==> src/rtl/pwm_capture_pkg.sv <==
// Shared constants and types for the PWM capture block.
package pwm_capture_pkg;

  // Default measurement counter / data register width
  localparam int unsigned DefCntW = 16;

  // Register word addresses
  localparam int unsigned RegCtrl   = 0;
  localparam int unsigned RegStatus = 1;
  localparam int unsigned RegHigh   = 2;
  localparam int unsigned RegPeriod = 3;

  // CTRL bit positions
  localparam int unsigned CtrlEnBit    = 0;
  localparam int unsigned CtrlIrqEnBit = 1;
  localparam int unsigned CtrlClrBit   = 2;

  // STATUS bit positions
  localparam int unsigned StatusValidBit = 0;
  localparam int unsigned StatusOvfBit   = 1;

  // Capture FSM states
  typedef enum logic [1:0] {
    StIdle     = 2'd0,
    StArm      = 2'd1,
    StMeasHigh = 2'd2,
    StMeasLow  = 2'd3
  } cap_state_e;

endpackage

==> src/rtl/pwm_capture_sync.sv <==
// Multi-flop synchroniser for the asynchronous PWM input, followed by one
// extra flop so that rising and falling edges appear as single-cycle pulses.
module pwm_capture_sync #(
  parameter int unsigned SYNC_STAGES = 2
) (
  input  logic pclk,
  input  logic preset,
  input  logic pwm_in,
  output logic rise,
  output logic fall
);

  logic [SYNC_STAGES-1:0] sync_q;
  logic                   prev_q;
  logic                   level;

  assign level = sync_q[SYNC_STAGES-1];

  // Shift the raw input through the synchroniser and keep the previous level
  always_ff @(posedge pclk or posedge preset) begin
    if (preset) begin
      sync_q <= '0;
      prev_q <= 1'b0;
    end else begin
      sync_q <= {sync_q[SYNC_STAGES-2:0], pwm_in};
      prev_q <= level;
    end
  end

  assign rise = level & ~prev_q;
  assign fall = ~level & prev_q;

endmodule

==> src/rtl/pwm_capture.sv <==
// PWM capture: measures high time and period of a synchronised PWM input in
// pclk cycles and publishes each complete measurement to APB registers.
module pwm_capture
  import pwm_capture_pkg::*;
#(
  parameter int unsigned CNT_W       = DefCntW,
  parameter int unsigned ADDR_W      = 4,
  parameter int unsigned SYNC_STAGES = 2
) (
  input  logic              pclk,
  input  logic              preset,
  input  logic              psel,
  input  logic              penable,
  input  logic              pwrite,
  input  logic [ADDR_W-1:0] paddr,
  input  logic [CNT_W-1:0]  pwdata,
  output logic [CNT_W-1:0]  prdata,
  output logic              pready,
  input  logic              pwm_in,
  output logic              meas_irq
);

  localparam logic [CNT_W-1:0] CntMax = '1;
  localparam logic [CNT_W-1:0] CntOne = CNT_W'(1);

  // ---------------------------------------------------------------------------
  // Edge detection
  // ---------------------------------------------------------------------------
  logic rise;
  logic fall;

  pwm_capture_sync #(
    .SYNC_STAGES (SYNC_STAGES)
  ) u_sync (
    .pclk   (pclk),
    .preset (preset),
    .pwm_in (pwm_in),
    .rise   (rise),
    .fall   (fall)
  );

  // ---------------------------------------------------------------------------
  // APB decode
  // ---------------------------------------------------------------------------
  logic wr_en;
  logic sel_ctrl;
  logic sel_status;
  logic sel_high;
  logic sel_period;
  logic ctrl_wr;
  logic status_wr;
  logic clr_req;
  logic unused_pwdata;

  assign wr_en      = psel & penable & pwrite;
  assign sel_ctrl   = (paddr == ADDR_W'(RegCtrl));
  assign sel_status = (paddr == ADDR_W'(RegStatus));
  assign sel_high   = (paddr == ADDR_W'(RegHigh));
  assign sel_period = (paddr == ADDR_W'(RegPeriod));
  assign ctrl_wr    = wr_en & sel_ctrl;
  assign status_wr  = wr_en & sel_status;
  assign clr_req    = ctrl_wr & pwdata[CtrlClrBit];

  // Upper write-data bits have no register behind them
  assign unused_pwdata = ^pwdata[CNT_W-1:3];

  // ---------------------------------------------------------------------------
  // Control register
  // ---------------------------------------------------------------------------
  logic en_q;
  logic irq_en_q;

  // CTRL holds en and irq_en; clr is a write-only strobe and is not stored
  always_ff @(posedge pclk or posedge preset) begin
    if (preset) begin
      en_q     <= 1'b0;
      irq_en_q <= 1'b0;
    end else if (ctrl_wr) begin
      en_q     <= pwdata[CtrlEnBit];
      irq_en_q <= pwdata[CtrlIrqEnBit];
    end
  end

  // ---------------------------------------------------------------------------
  // Capture FSM and counters
  // ---------------------------------------------------------------------------
  cap_state_e       state_q, state_d;
  logic [CNT_W-1:0] per_cnt_q, per_cnt_d;
  logic [CNT_W-1:0] hi_cnt_q, hi_cnt_d;
  logic [CNT_W-1:0] hi_shadow_q, hi_shadow_d;
  logic             publish;
  logic             saturate;

  // Next-state, counter update and publish/saturate decisions
  always_comb begin
    state_d     = state_q;
    per_cnt_d   = per_cnt_q;
    hi_cnt_d    = hi_cnt_q;
    hi_shadow_d = hi_shadow_q;
    publish     = 1'b0;
    saturate    = 1'b0;

    if (clr_req) begin
      // clr takes priority over everything, including a publish this cycle
      state_d     = pwdata[CtrlEnBit] ? StArm : StIdle;
      per_cnt_d   = '0;
      hi_cnt_d    = '0;
      hi_shadow_d = '0;
    end else if (!en_q) begin
      state_d   = StIdle;
      per_cnt_d = '0;
      hi_cnt_d  = '0;
    end else begin
      case (state_q)
        StIdle: begin
          state_d = StArm;
        end

        StArm: begin
          if (rise) begin
            state_d   = StMeasHigh;
            per_cnt_d = CntOne;
            hi_cnt_d  = CntOne;
          end
        end

        StMeasHigh: begin
          // A period that has already reached full scale cannot close in range
          if (per_cnt_q == CntMax) begin
            saturate  = 1'b1;
            state_d   = StArm;
            per_cnt_d = '0;
            hi_cnt_d  = '0;
          end else begin
            per_cnt_d = per_cnt_q + CntOne;
            hi_cnt_d  = (hi_cnt_q == CntMax) ? hi_cnt_q : hi_cnt_q + CntOne;
            if (fall) begin
              state_d     = StMeasLow;
              hi_shadow_d = hi_cnt_q;
            end
          end
        end

        StMeasLow: begin
          if (rise) begin
            // per_cnt_q already equals the period, including a full-scale one
            publish   = 1'b1;
            state_d   = StMeasHigh;
            per_cnt_d = CntOne;
            hi_cnt_d  = CntOne;
          end else if (per_cnt_q == CntMax) begin
            saturate  = 1'b1;
            state_d   = StArm;
            per_cnt_d = '0;
            hi_cnt_d  = '0;
          end else begin
            per_cnt_d = per_cnt_q + CntOne;
          end
        end

        default: begin
          state_d = StIdle;
        end
      endcase
    end
  end

  // FSM state, counters and high-time shadow
  always_ff @(posedge pclk or posedge preset) begin
    if (preset) begin
      state_q     <= StIdle;
      per_cnt_q   <= '0;
      hi_cnt_q    <= '0;
      hi_shadow_q <= '0;
    end else begin
      state_q     <= state_d;
      per_cnt_q   <= per_cnt_d;
      hi_cnt_q    <= hi_cnt_d;
      hi_shadow_q <= hi_shadow_d;
    end
  end

  // ---------------------------------------------------------------------------
  // Status and result registers
  // ---------------------------------------------------------------------------
  logic             valid_q, valid_d;
  logic             ovf_q, ovf_d;
  logic [CNT_W-1:0] high_q, high_d;
  logic [CNT_W-1:0] period_q, period_d;

  // Sticky flags: W1C first, then hardware set wins, then clr wins over all
  always_comb begin
    valid_d  = valid_q;
    ovf_d    = ovf_q;
    high_d   = high_q;
    period_d = period_q;

    if (status_wr) begin
      valid_d = valid_q & ~pwdata[StatusValidBit];
      ovf_d   = ovf_q & ~pwdata[StatusOvfBit];
    end
    if (publish) begin
      valid_d  = 1'b1;
      high_d   = hi_shadow_q;
      period_d = per_cnt_q;
    end
    if (saturate) begin
      ovf_d = 1'b1;
    end
    if (clr_req) begin
      valid_d  = 1'b0;
      ovf_d    = 1'b0;
      high_d   = '0;
      period_d = '0;
    end
  end

  // Status flags and published measurement
  always_ff @(posedge pclk or posedge preset) begin
    if (preset) begin
      valid_q  <= 1'b0;
      ovf_q    <= 1'b0;
      high_q   <= '0;
      period_q <= '0;
    end else begin
      valid_q  <= valid_d;
      ovf_q    <= ovf_d;
      high_q   <= high_d;
      period_q <= period_d;
    end
  end

  // Interrupt pulse lands in the cycle after the publish edge
  always_ff @(posedge pclk or posedge preset) begin
    if (preset) begin
      meas_irq <= 1'b0;
    end else begin
      meas_irq <= publish & irq_en_q;
    end
  end

  // ---------------------------------------------------------------------------
  // Read path
  // ---------------------------------------------------------------------------
  // Combinational read mux, zero whenever no read is addressed
  always_comb begin
    prdata = '0;
    if (psel && !pwrite) begin
      if (sel_ctrl) begin
        prdata[CtrlEnBit]    = en_q;
        prdata[CtrlIrqEnBit] = irq_en_q;
      end else if (sel_status) begin
        prdata[StatusValidBit] = valid_q;
        prdata[StatusOvfBit]   = ovf_q;
      end else if (sel_high) begin
        prdata = high_q;
      end else if (sel_period) begin
        prdata = period_q;
      end
    end
  end

  assign pready = 1'b1;

endmodule

==> config.mk <==
export PLATFORM = sky130hd
export DESIGN_NAME = pwm_capture
export DESIGN_NICKNAME = d
export VERILOG_FILES = /design/src/rtl/pwm_capture_pkg.sv /design/src/rtl/pwm_capture_sync.sv /design/src/rtl/pwm_capture.sv
export SDC_FILE = /design/constraint.sdc
export NUM_CORES = 1
export LEC_CHECK = 0
export CORE_MARGIN = 8
export CORE_UTILIZATION = 44
export CTS_CLUSTER_SIZE = 40
export DETAILED_ROUTE_END_ITERATION = 10
export PLACE_DENSITY = 0.62
export SLEW_MARGIN = 20
export SYNTH_ARGS = -nofsm -noshare
export SYNTH_HDL_FRONTEND = slang
export SYNTH_SLANG_ARGS = --single-unit
==> constraint.sdc <==
create_clock -name pclk -period 9.3 [get_ports pclk]
set_input_delay 1.86 -clock pclk [delete_from_list [all_inputs] [get_ports pclk]]
set_output_delay 1.86 -clock pclk [all_outputs]
set_load 0.01 [all_outputs]
==> impl_summary.txt <==
----------------------------------------------------
[Status]
  Status ... finished, final reports clean

[Final layout]
  Share of final-layout standard cells stronger than drive strength 1 ... 8.82%
  Antenna Cells ... 0
  Layout overhead on the synthesized area ... 14.0%
  Count of fill cells added during filler insertion ... 875
  Post-route insts no fill ... 564
  Final-stage net count ... 454

[Pwr]
  Logic gate share of total power ... 5.9%
  Clock group share of total power ... 40.9%
  Net switching power of the design ... 182 uW
  Static leakage ... 0.00203 uW
  Total power divided by cell area ... 152 nW/um^2
  Register share of total power ... 53.2%
  Maximum vdd drop ... 0.0682 mV
  Internal power consumption ... 568 uW
  Fraction of power spent switching nets ... 24.3%
  Overall power ... 750 uW

[Yosys]
  Top cells by area in the synthesized netlist ... sky130_fd_sc_hd__dfrtp_1, sky130_fd_sc_hd__a22o_1, sky130_fd_sc_hd__a31oi_1, sky130_fd_sc_hd__nor2_1, sky130_fd_sc_hd__a22oi_1
  Library cells used by synthesis ... 53
  Prevailing post-synth register cell ... sky130_fd_sc_hd__dfrtp_1
  Syn Inst Count ... 408
  Sequential cell area fraction in the yosys report ... 52.0%
  Syn_area_per_cell ... 10.6 um^2
  Synth Cell Area ... 4330 um^2
  Count of warnings emitted by yosys ... 0
  Yosys top cell by area ... sky130_fd_sc_hd__dfrtp_1
  Syn Nets ... 436
  Number of synthesized register bits ... 90
  Fraction of post-synthesis cell area in the top cell type by area ... 52.0%
  Count of flip-flops with a built-in enable after synthesis ... 0
  Share of flip-flops with an asynchronous set or reset ... 100%

[STA]
  Setup repair after global routing missed its margin ... false
  Highest achievable clock rate ... 0.169 GHz
  Worst-case headroom to the max-slew limit ... 43.4%
  Time the worst path needs with I/O delays and setup ... 5.92 ns
  Actual slew at the worst max-slew pin ... 0.846 ns
  Fraction of the cycle the final worst path needs ... 63.7%
  Setup Viol. Count Final ... 0
  Hold Vio Cnt, Final ... 0
  Final setup TNS ... 0 ns
  WHS ... 0.359 ns
  Final Skew ... 0.0175 ns
  Final Max Slew Viols ... 0

[Clocking]
  Insertion delay to the later sink of the worst-skew pair ... 0.36 ns
  Number of buffers between clock root and the deepest sink ... 2
  Clock-pin slew on the worst setup and hold paths ... 0.09 ns
  Clock tree from TritonCTS ... built
  Postcts setup bufs ... 0
  Cts bufs inserted ... 9
  Post-CTS Hold Buffers ... 0
  Resized cells post-CTS ... 0
  H-tree Lvls ... 3
  Clock Tree Root ... sky130_fd_sc_hd__clkbuf_8
  TritonCTS sink count ... 90

[Placement]
  Number of buffer cells added on primary ports ... 29
  Placed cell count ... 548
  Post-detail-place hpwl ... 7000 um
  Weighted congestion reported at the end of routability-driven placement ... 0.831

[Detailed routing]
  Number of detailed-route iterations in the first pass ... 5
  Avg WL per Cell ... 18.1 um
  Via total after detailed routing ... 3,304
  Via density per instance ... 5.86
  Routed WL ... 10,200 um
  DRC violations left ... 0
  Number of nets still failing antenna checks after routing ... 0
  DRC marker count from the first detailed-route iteration ... 192

[Floorplan]
  Initial Utilization ... 44.8%
  Die Span Y ... 115 um
  Number of top-level pins ... 44
  Area of the placeable core ... 9680 um^2
  Die Width ... 115 um
  Site row count ... 36
  Die area ... 13,300 um^2

[GRT]
  Number of antenna violations at the first check in global routing ... 0
  Tot GR Track Use ... 16.4%
  Congestion Overflow GR ... 0
  Global-route wire length before repair ... 17,200 um
  Via count of the first global-routing pass ... 3,186
  Largest net degree at the start of global routing ... 66

[Setup path]
  Crit path kind ... input port to output port
  CP Data Arrival Time ... 4.06 ns
  Number of cells on the worst reg-to-reg path ... 6
  Critical path capture point type ... output port
  Setup crit start kind ... input port
  Endpoint required time on the critical path ... 7.44 ns
  Crit path max fanout ... 16

[Min path]
  Path category of the worst min-delay check ... flip-flop to flip-flop
  Number of instances on the worst hold path ... 0

[Flow run]
  Max cap viols ... 0

----------------------------------------------------
[cell type report]
cell class,instances,area (um^2),share of cell area (%)
clock buffers,11,141,2.86
clock inverters,5,86.3,1.75
inverters,3,12.5,0.253
multi-input cells,288,1960,39.6
flip-flops and latches,90,2250,45.6
well taps,133,166,3.37
repair buffers,34,328,6.63
[worst max-delay path, cell delays in order]
cell and delay (ns):
sky130_fd_sc_hd__clkdlybuf4s50_1 0.67, sky130_fd_sc_hd__and3_1 0.65, sky130_fd_sc_hd__a22oi_1 0.19, sky130_fd_sc_hd__nor2_1 0.14, sky130_fd_sc_hd__clkdlybuf4s50_1 0.55
[Yosys cell counts (all sizes together) (2+ instances only)]
library cell and n:
dfrtp 90, a22o 48, nor2 41, a31oi 25, nand2 20, a22oi 16, clkbuf 16, nand3 13
nand2b 12, o21ai 12, buf 11, nand4 10, a21oi 9, and3 9, xnor2 7, xor2 7
and2 5, nor3 5, mux2i 4, nor2b 4, nor4 4, o2111ai 4, a2111oi 3, inv 3
mux2 3, or2 3, a211o 2, a211oi 2, a41oi 2, and4 2, ha 2, or3 2
or3b 2
[metal layers]
metal	track usage, %	share of wire, %
met1	23.0	47
met2	25.4	48
met3	2.00	4.8
met4	6.04	0.77
met5	0	0
[cell families after synthesis]
logic type               synth area share [%]
XOR/XNOR                                 2.83
other                                  0.0865
AND/OR/NAND/NOR                          16.7
multiplexers                             1.70
buffers and inverters                    3.20
flip-flops                               52.0
adder cells (fa/ha/maj)                 0.577
AO/OA/AOI/OAI                            22.9
[state kept, by name, summed over array words and instances, names as in the netlist, 2 cells and up]
register	count
hi_shadow_q	16
hi_cnt_q	16
state_q	2
u_sync.sync_q	2
period_q	16
high_q	16
per_cnt_q	16
[metrics by stage]
step | util [%] | cell area [um^2] | setup slack [ns]
floorplan | - | 4330 | 4.38
global placement | 48.6 | 4710 | 3.15
detailed placement | 48.6 | 4710 | 3.12
CTS | 51.0 | 4940 | 3.12
global route | 51.0 | 4940 | 3.13
finish | 51.0 | 4940 | 3.38
[cell usage in the layout, fill, tap and decap left out, drive strengths merged, types with 3 or more instances in the layout]
cell and n:
mux2i 4, nand2b 12, nand3 13, nor3 5, clkbuf 11, nor4 4, mux2 3, a31oi 25
a22oi 16, nand4 10, nor2b 4, dfrtp 90, clkdlybuf4s50 29, and3 9, a21oi 9, o2111ai 4
and2 5, nor2 41, or2 3, nand2 20, o21ai 12, a2111oi 3, xnor2 7, a22o 48
inv 3, buf 5, xor2 7
[power by group through the flow]
stage / Sequential (uW) / Clock (uW) / Combinational [uW]
3_3_place_gp: 407 / 0 / 44.2
3_5_place_dp: 407 / 0 / 44.7
5_1_grt: 400 / 332 / 49.4
4_1_cts: 399 / 312 / 44.6
6_report: 400 / 307 / 44.2
2_1_floorplan: 405 / 0 / 32.3
[final timing paths]
check / startpoint / to / slack [ns]
setup / recovery: paddr[0] / prdata[9] / 3.38
min in group asynchronous: preset / u_sync.sync_q[1] / 1.81
setup reg to reg: per_cnt_q[0] / hi_cnt_q[0] / 6.54
max in group asynchronous: preset / hi_shadow_q[13] / 6.34
hold / removal: u_sync.sync_q[0] / u_sync.sync_q[1] / 0.36
hold reg to reg: u_sync.sync_q[0] / u_sync.sync_q[1] / 0.36
Power figures use the tool's default switching activity.
==> patch 1 (same flow settings) <==
Set the package constant `DefCntW` to 24 (it was 16).
--- a/src/rtl/pwm_capture_pkg.sv
+++ b/src/rtl/pwm_capture_pkg.sv
@@ -2,7 +2,7 @@
 package pwm_capture_pkg;
 
   // Default measurement counter / data register width
-  localparam int unsigned DefCntW = 16;
+  localparam int unsigned DefCntW = 24;
 
   // Register word addresses
   localparam int unsigned RegCtrl   = 0;
Ports: changed (resized prdata and pwdata); port bits go from 44 to 60. The function was not compared with the original's and may differ.
==> patch 1 against the unedited design <==
Final area increased by 57%. Sequential cell count increased by 40. Wire length increased by 58%. Sequential power increased by 62%. Synthesized cell count increased by 76%. Final cell count increased by 65%. Setup slack got worse by 0.015 ns. Register-to-register slack improved by 0.13 ns. Synthesized area increased by 52%. Power increased by 110%. Largest power group is now clock. Highest routed layer unchanged.
==> patch 1: results (changes against the unedited design) <==
Outcome
  – Status: completed

Clock network
  – Root Buffer: clkbuf_16
  – Num CTS Buffers: 17 (+8)
  – Clock slew seen by the registers of the worst setup and hold paths: 0.06 ns (-0.03 ns)
  – H-tree depth: 4 (+1)
  – Skew-Pair Late Insertion Delay: 0.42 ns (+0.06 ns)

Yosys
  – Synthesized-area fraction occupied by adder cells: 0.3807% (-0.20 points)
  – Yosys warns: 0 (unchanged)
  – Synth cell count leaders: nand2_1, dfrtp_1, nor2_1
  – Seq/Total Area, Yosys: 49.50% (-2.5 points)
  – Syn nets: 753 (+73%)
  – Synth Area in XOR/XNOR: 1.599% (-1.2 points)
  – Synth Area in Compound Gates: 16.73% (-6.2 points)
  – Distinct cell type count after synthesis: 67 (+26%)

Place
  – Placed wire-length estimate: 10620 um (+52%)
  – Global placement routability congestion: 0.8640 (+4.0%)
  – Port buffer count: 37 (+28%)
  – Placement-stage cell area: 0.007004 mm^2 (+49%)

Pwr
  – Pleak: 3.293 nW (+62%)
  – Peak supply drop: 135.6 uV (+99%)
  – Logic power comb: 111 uW (+150%)
  – Sequential power: 648 uW (+62%)
  – P_int: 1.223 mW (+120%)

Cells and area
  – # clk buffers: 18 (+7)
  – Non-clk bufs: 44 (+29%)
  – Inverters: 13 (+10)
  – Fraction of area in multi-input gates: 39.48% (-0.086 points)
  – NumNets Final: 772 (+70%)
  – Fillcell total: 1331 (+52%)
  – Multi-input gate count: 530 (+84%)
  – Clk tree area frac: 9.306% (+4.7 points)
  – Register Area: 0.003253 mm^2 (+44%)
  – Layout non-clock buf frac: 5.613% (-1.0 points)

GRT
  – Largest net degree at the start of global routing: 79 (+20%)
  – First-pass GRT wire length: 27480 um (+60%)

Worst setup path
  – CP arrival: 4.08 ns (+0.02 ns)
  – Crit-path max FO: 24 (+8)
  – Reg2Reg Setup Slack: 6.67 ns (+0.13 ns)
  – FF-to-FF path depth: 7 (+1)
  – FF-to-FF End: hi_shadow_q[17]$_DFFE_PP0P_
  – CP peak stage delay: 0.65 ns (-0.02 ns)
  – CP endpoint: prdata[1]

Drt
  – DRT iter0 DRCs: 461 (+140%)
  – Final wirelength: 16150 um (+58%)
  – Vias: 5361 (+62%)

Timing
  – Fin Clk Skew: 0.007540 ns (-0.009974 ns)
  – Relative slew slack: 34.93% (-8.5 points)

Floorplan
  – Site Rows: 44 (+22%)
## patch 1: changes by cell type after synthesis, moves of 28 or more
cell and change:
o21ai_0 +28, dfrtp_1 +40, nand2_1 +114, a21oi_1 +62, nor2_1 +34, a22o_1 -46
## patch 1: per-stage QoR
step	hold WS (ns)	power (mW)	setup slack [ns]	utilization [%]	std cells
3_3_place_gp	0.3359	0.7630	3.379	48.01	900
2_1_floorplan	0.3312	0.7277	3.971	-	717
5_1_grt	0.3692	1.630	3.212	53.17	933
3_5_place_dp	0.3386	0.7697	3.355	48.01	900
6_report	0.3492	1.574	3.362	53.17	933
4_1_cts	0.3517	1.584	3.357	52.96	932
## patch 1: routing by layer
| metal | track usage, % | wire length, um |
|---|---|---|
| met2 | 27.76 | 7753 |
| met1 | 22.54 | 7694 |
| met3 | 3.836 | 528 |
| met4 | 5.778 | 170 |
| met5 | 0 | 0 |
==> patch 2 (same flow settings) <==
Made on the original files. The 4 states of `cap_state_e` get a one-hot encoding in 4 bits.
--- a/src/rtl/pwm_capture_pkg.sv
+++ b/src/rtl/pwm_capture_pkg.sv
@@ -20,11 +20,11 @@
   localparam int unsigned StatusOvfBit   = 1;
 
   // Capture FSM states
-  typedef enum logic [1:0] {
-    StIdle     = 2'd0,
-    StArm      = 2'd1,
-    StMeasHigh = 2'd2,
-    StMeasLow  = 2'd3
+  typedef enum logic [3:0] {
+    StIdle     = 4'b0001,
+    StArm      = 4'b0010,
+    StMeasHigh = 4'b0100,
+    StMeasLow  = 4'b1000
   } cap_state_e;
 
 endpackage
Check against the original RTL: no difference found for any inputs over 4 cycles, from zero or initial values and one cycle with preset high; so few cycles prove little.
==> patch 2 against the unedited design <==
Sequential power increased by 3%. Setup slack better by 0.0054 ns. Non-clock buffer count unchanged. Synthesized area rose by 7.6%. Sequential cell count grew 2. Count of clock-buffer cells in the layout shrank 1. Wire length rose by 7.8%. Final area up 5.8%. Critical path type unchanged. Power fell by 1.5%.
==> patch 2: results (changes against the unedited design) <==
Yosys
  – Synth Area in XOR/XNOR: 2.818% (-0.011 points)
  – Post-synthesis mux area share: 1.879% (+0.18 points)
  – Syn nets: 460 (+5.5%)
  – Synth cell count leaders: dfrtp_1, a22o_1, nor2_1
  – Seq/Total Area, Yosys: 49.41% (-2.6 points)
  – Post-Synthesis Cells: 432 (+5.9%)
  – Synthesized-area fraction occupied by adder cells: 0.5368% (-0.041 points)
  – Distinct cell type count after synthesis: 73 (+38%)
  – EDFF count, synth: 0 (unchanged)
  – Synth Area in Compound Gates: 25.42% (+2.5 points)
  – Ys async rst share: 100.0% (unchanged)
  – Synth area leaders: dfrtp_1, a22o_1, nor2_1, a22oi_1, nand3_1

Timing
  – Final setup TNS: 0 ns (unchanged)
  – Fin Clk Skew: 0.01053 ns (-0.006980 ns)
  – Hold Slack: 0.3600 ns (+0.0006070 ns)
  – Slew of the pin with the lowest slew margin: 1.128 ns (+0.2828 ns)

Worst setup path
  – FF-to-FF path depth: 6 (unchanged)
  – Reg2Reg Setup Slack: 6.42 ns (-0.12 ns)
  – Worst path slowest cell: clkdlybuf4s50_1
  – Reg-to-reg startpoint: per_cnt_q[0]$_DFFE_PP0P_
  – CP arrival: 4.06 ns (about the same)
  – Crit-path max FO: 14 (-2)

Pwr
  – Pleak: 2.120 nW (+4.6%)
  – Peak supply drop: 73.75 uV (+8.1%)

Cells and area
  – Synth-to-Final Area Change: 12.13%
  – NumNets Final: 472 (+4.0%)
  – Fillcell total: 929 (+6.2%)
  – Share of layout cells above drive strength 1: 10.69% (+1.9 points)
  – ANT cells: 0 (unchanged)

Place
  – Port buffer count: 29 (unchanged)
  – Placement-stage cell area: 0.005017 mm^2 (+6.6%)
  – Placed wire-length estimate: 7461 um (+6.6%)
  – Global placement routability congestion: 0.8521 (+2.5%)
  – Dpl cells: 569 (+3.8%)
  – Placement Setup Slack: 3.369 ns (+0.2475 ns)

Clock network
  – Root Buffer: clkbuf_8
  – H-tree depth: 3 (unchanged)
  – Skew-Pair Late Insertion Delay: 0.36 ns (about the same)
  – Total setup buffers inserted after CTS: 0 (unchanged)
  – Clock slew seen by the registers of the worst setup and hold paths: 0.08 ns
  – Worst-case clock buffer depth: 2 (unchanged)

Outcome
  – Status: completed

Worst hold path
  – Min-delay src: u_sync.sync_q[0]$_DFF_PP0_
  – Hold path depth: 0 (unchanged)
  – Hold crit path type: reg2reg
  – Hold Path Sink: u_sync.sync_q[1]$_DFF_PP0_

Drt
  – Pre-Repair DR Iteration Count: 7 (+2)
  – Vias: 3604 (+9.1%)
  – Final wirelength: 11010 um (+7.8%)
  – Vias per Instance: 6.161 (+5.2%)
  – DRT iter0 DRCs: 260 (+35%)

GRT
  – Vias in the first global route: 3486 (+9.4%)
  – Largest net degree at the start of global routing: 74 (+12%)
  – Tot GR Track Use: 16.08% (-0.35 points)
  – Antenna violations before repair: 0 (unchanged)
  – First-pass GRT wire length: 18610 um (+8.4%)

Floorplan
  – Die Span X: 118.9 um (+3.2%)
-- patch 2: worst max path at each step --
stage,slack [ns],endpoint,start
CTS,3.37,prdata[15],paddr[0]
global route,3.25,prdata[5],paddr[0]
detailed placement,3.37,prdata[15],paddr[0]
finish,3.38,prdata[15],paddr[0]
floorplan,4.41,prdata[10],paddr[0]
global placement,3.00,prdata[15],paddr[3]
-- patch 2: cells by family after synthesis --
family / after synthesis
AO/OA/AOI/OAI: 144
XOR/XNOR: 15
adder cells (fa/ha/maj): 2
buffers and inverters: 43
flip-flops: 92
multiplexers: 6
other: 1
AND/OR/NAND/NOR: 129
-- patch 2: power by group --
group / switching (mW) / total (mW) / internal [mW]
Combinational: 0.0337 / 0.0496 / 0.0158
Clock: 0.144 / 0.278 / 0.134
Sequential: 0.00790 / 0.411 / 0.403
-- patch 2: routing by layer --
layer / vias to the layer above / GRT usage, % / part of all wire, %
li1: 1676 / - / -
met1: 1811 / 22.11 / 47
met2: 93 / 25.01 / 47
met3: 24 / 2.551 / 4.5
met4: 0 / 6.166 / 1.8
met5: - / 0 / 0
-- patch 2: layout make-up --
type / count / share of cell area [%]
inverter: 10 / 0.7420
tap: 136 / 3.255
sequential: 92 / 44.06
clock inverter: 6 / 1.388
clock buffer: 10 / 2.633
timing repair buffer: 34 / 6.271
multi-input combinational: 297 / 41.65
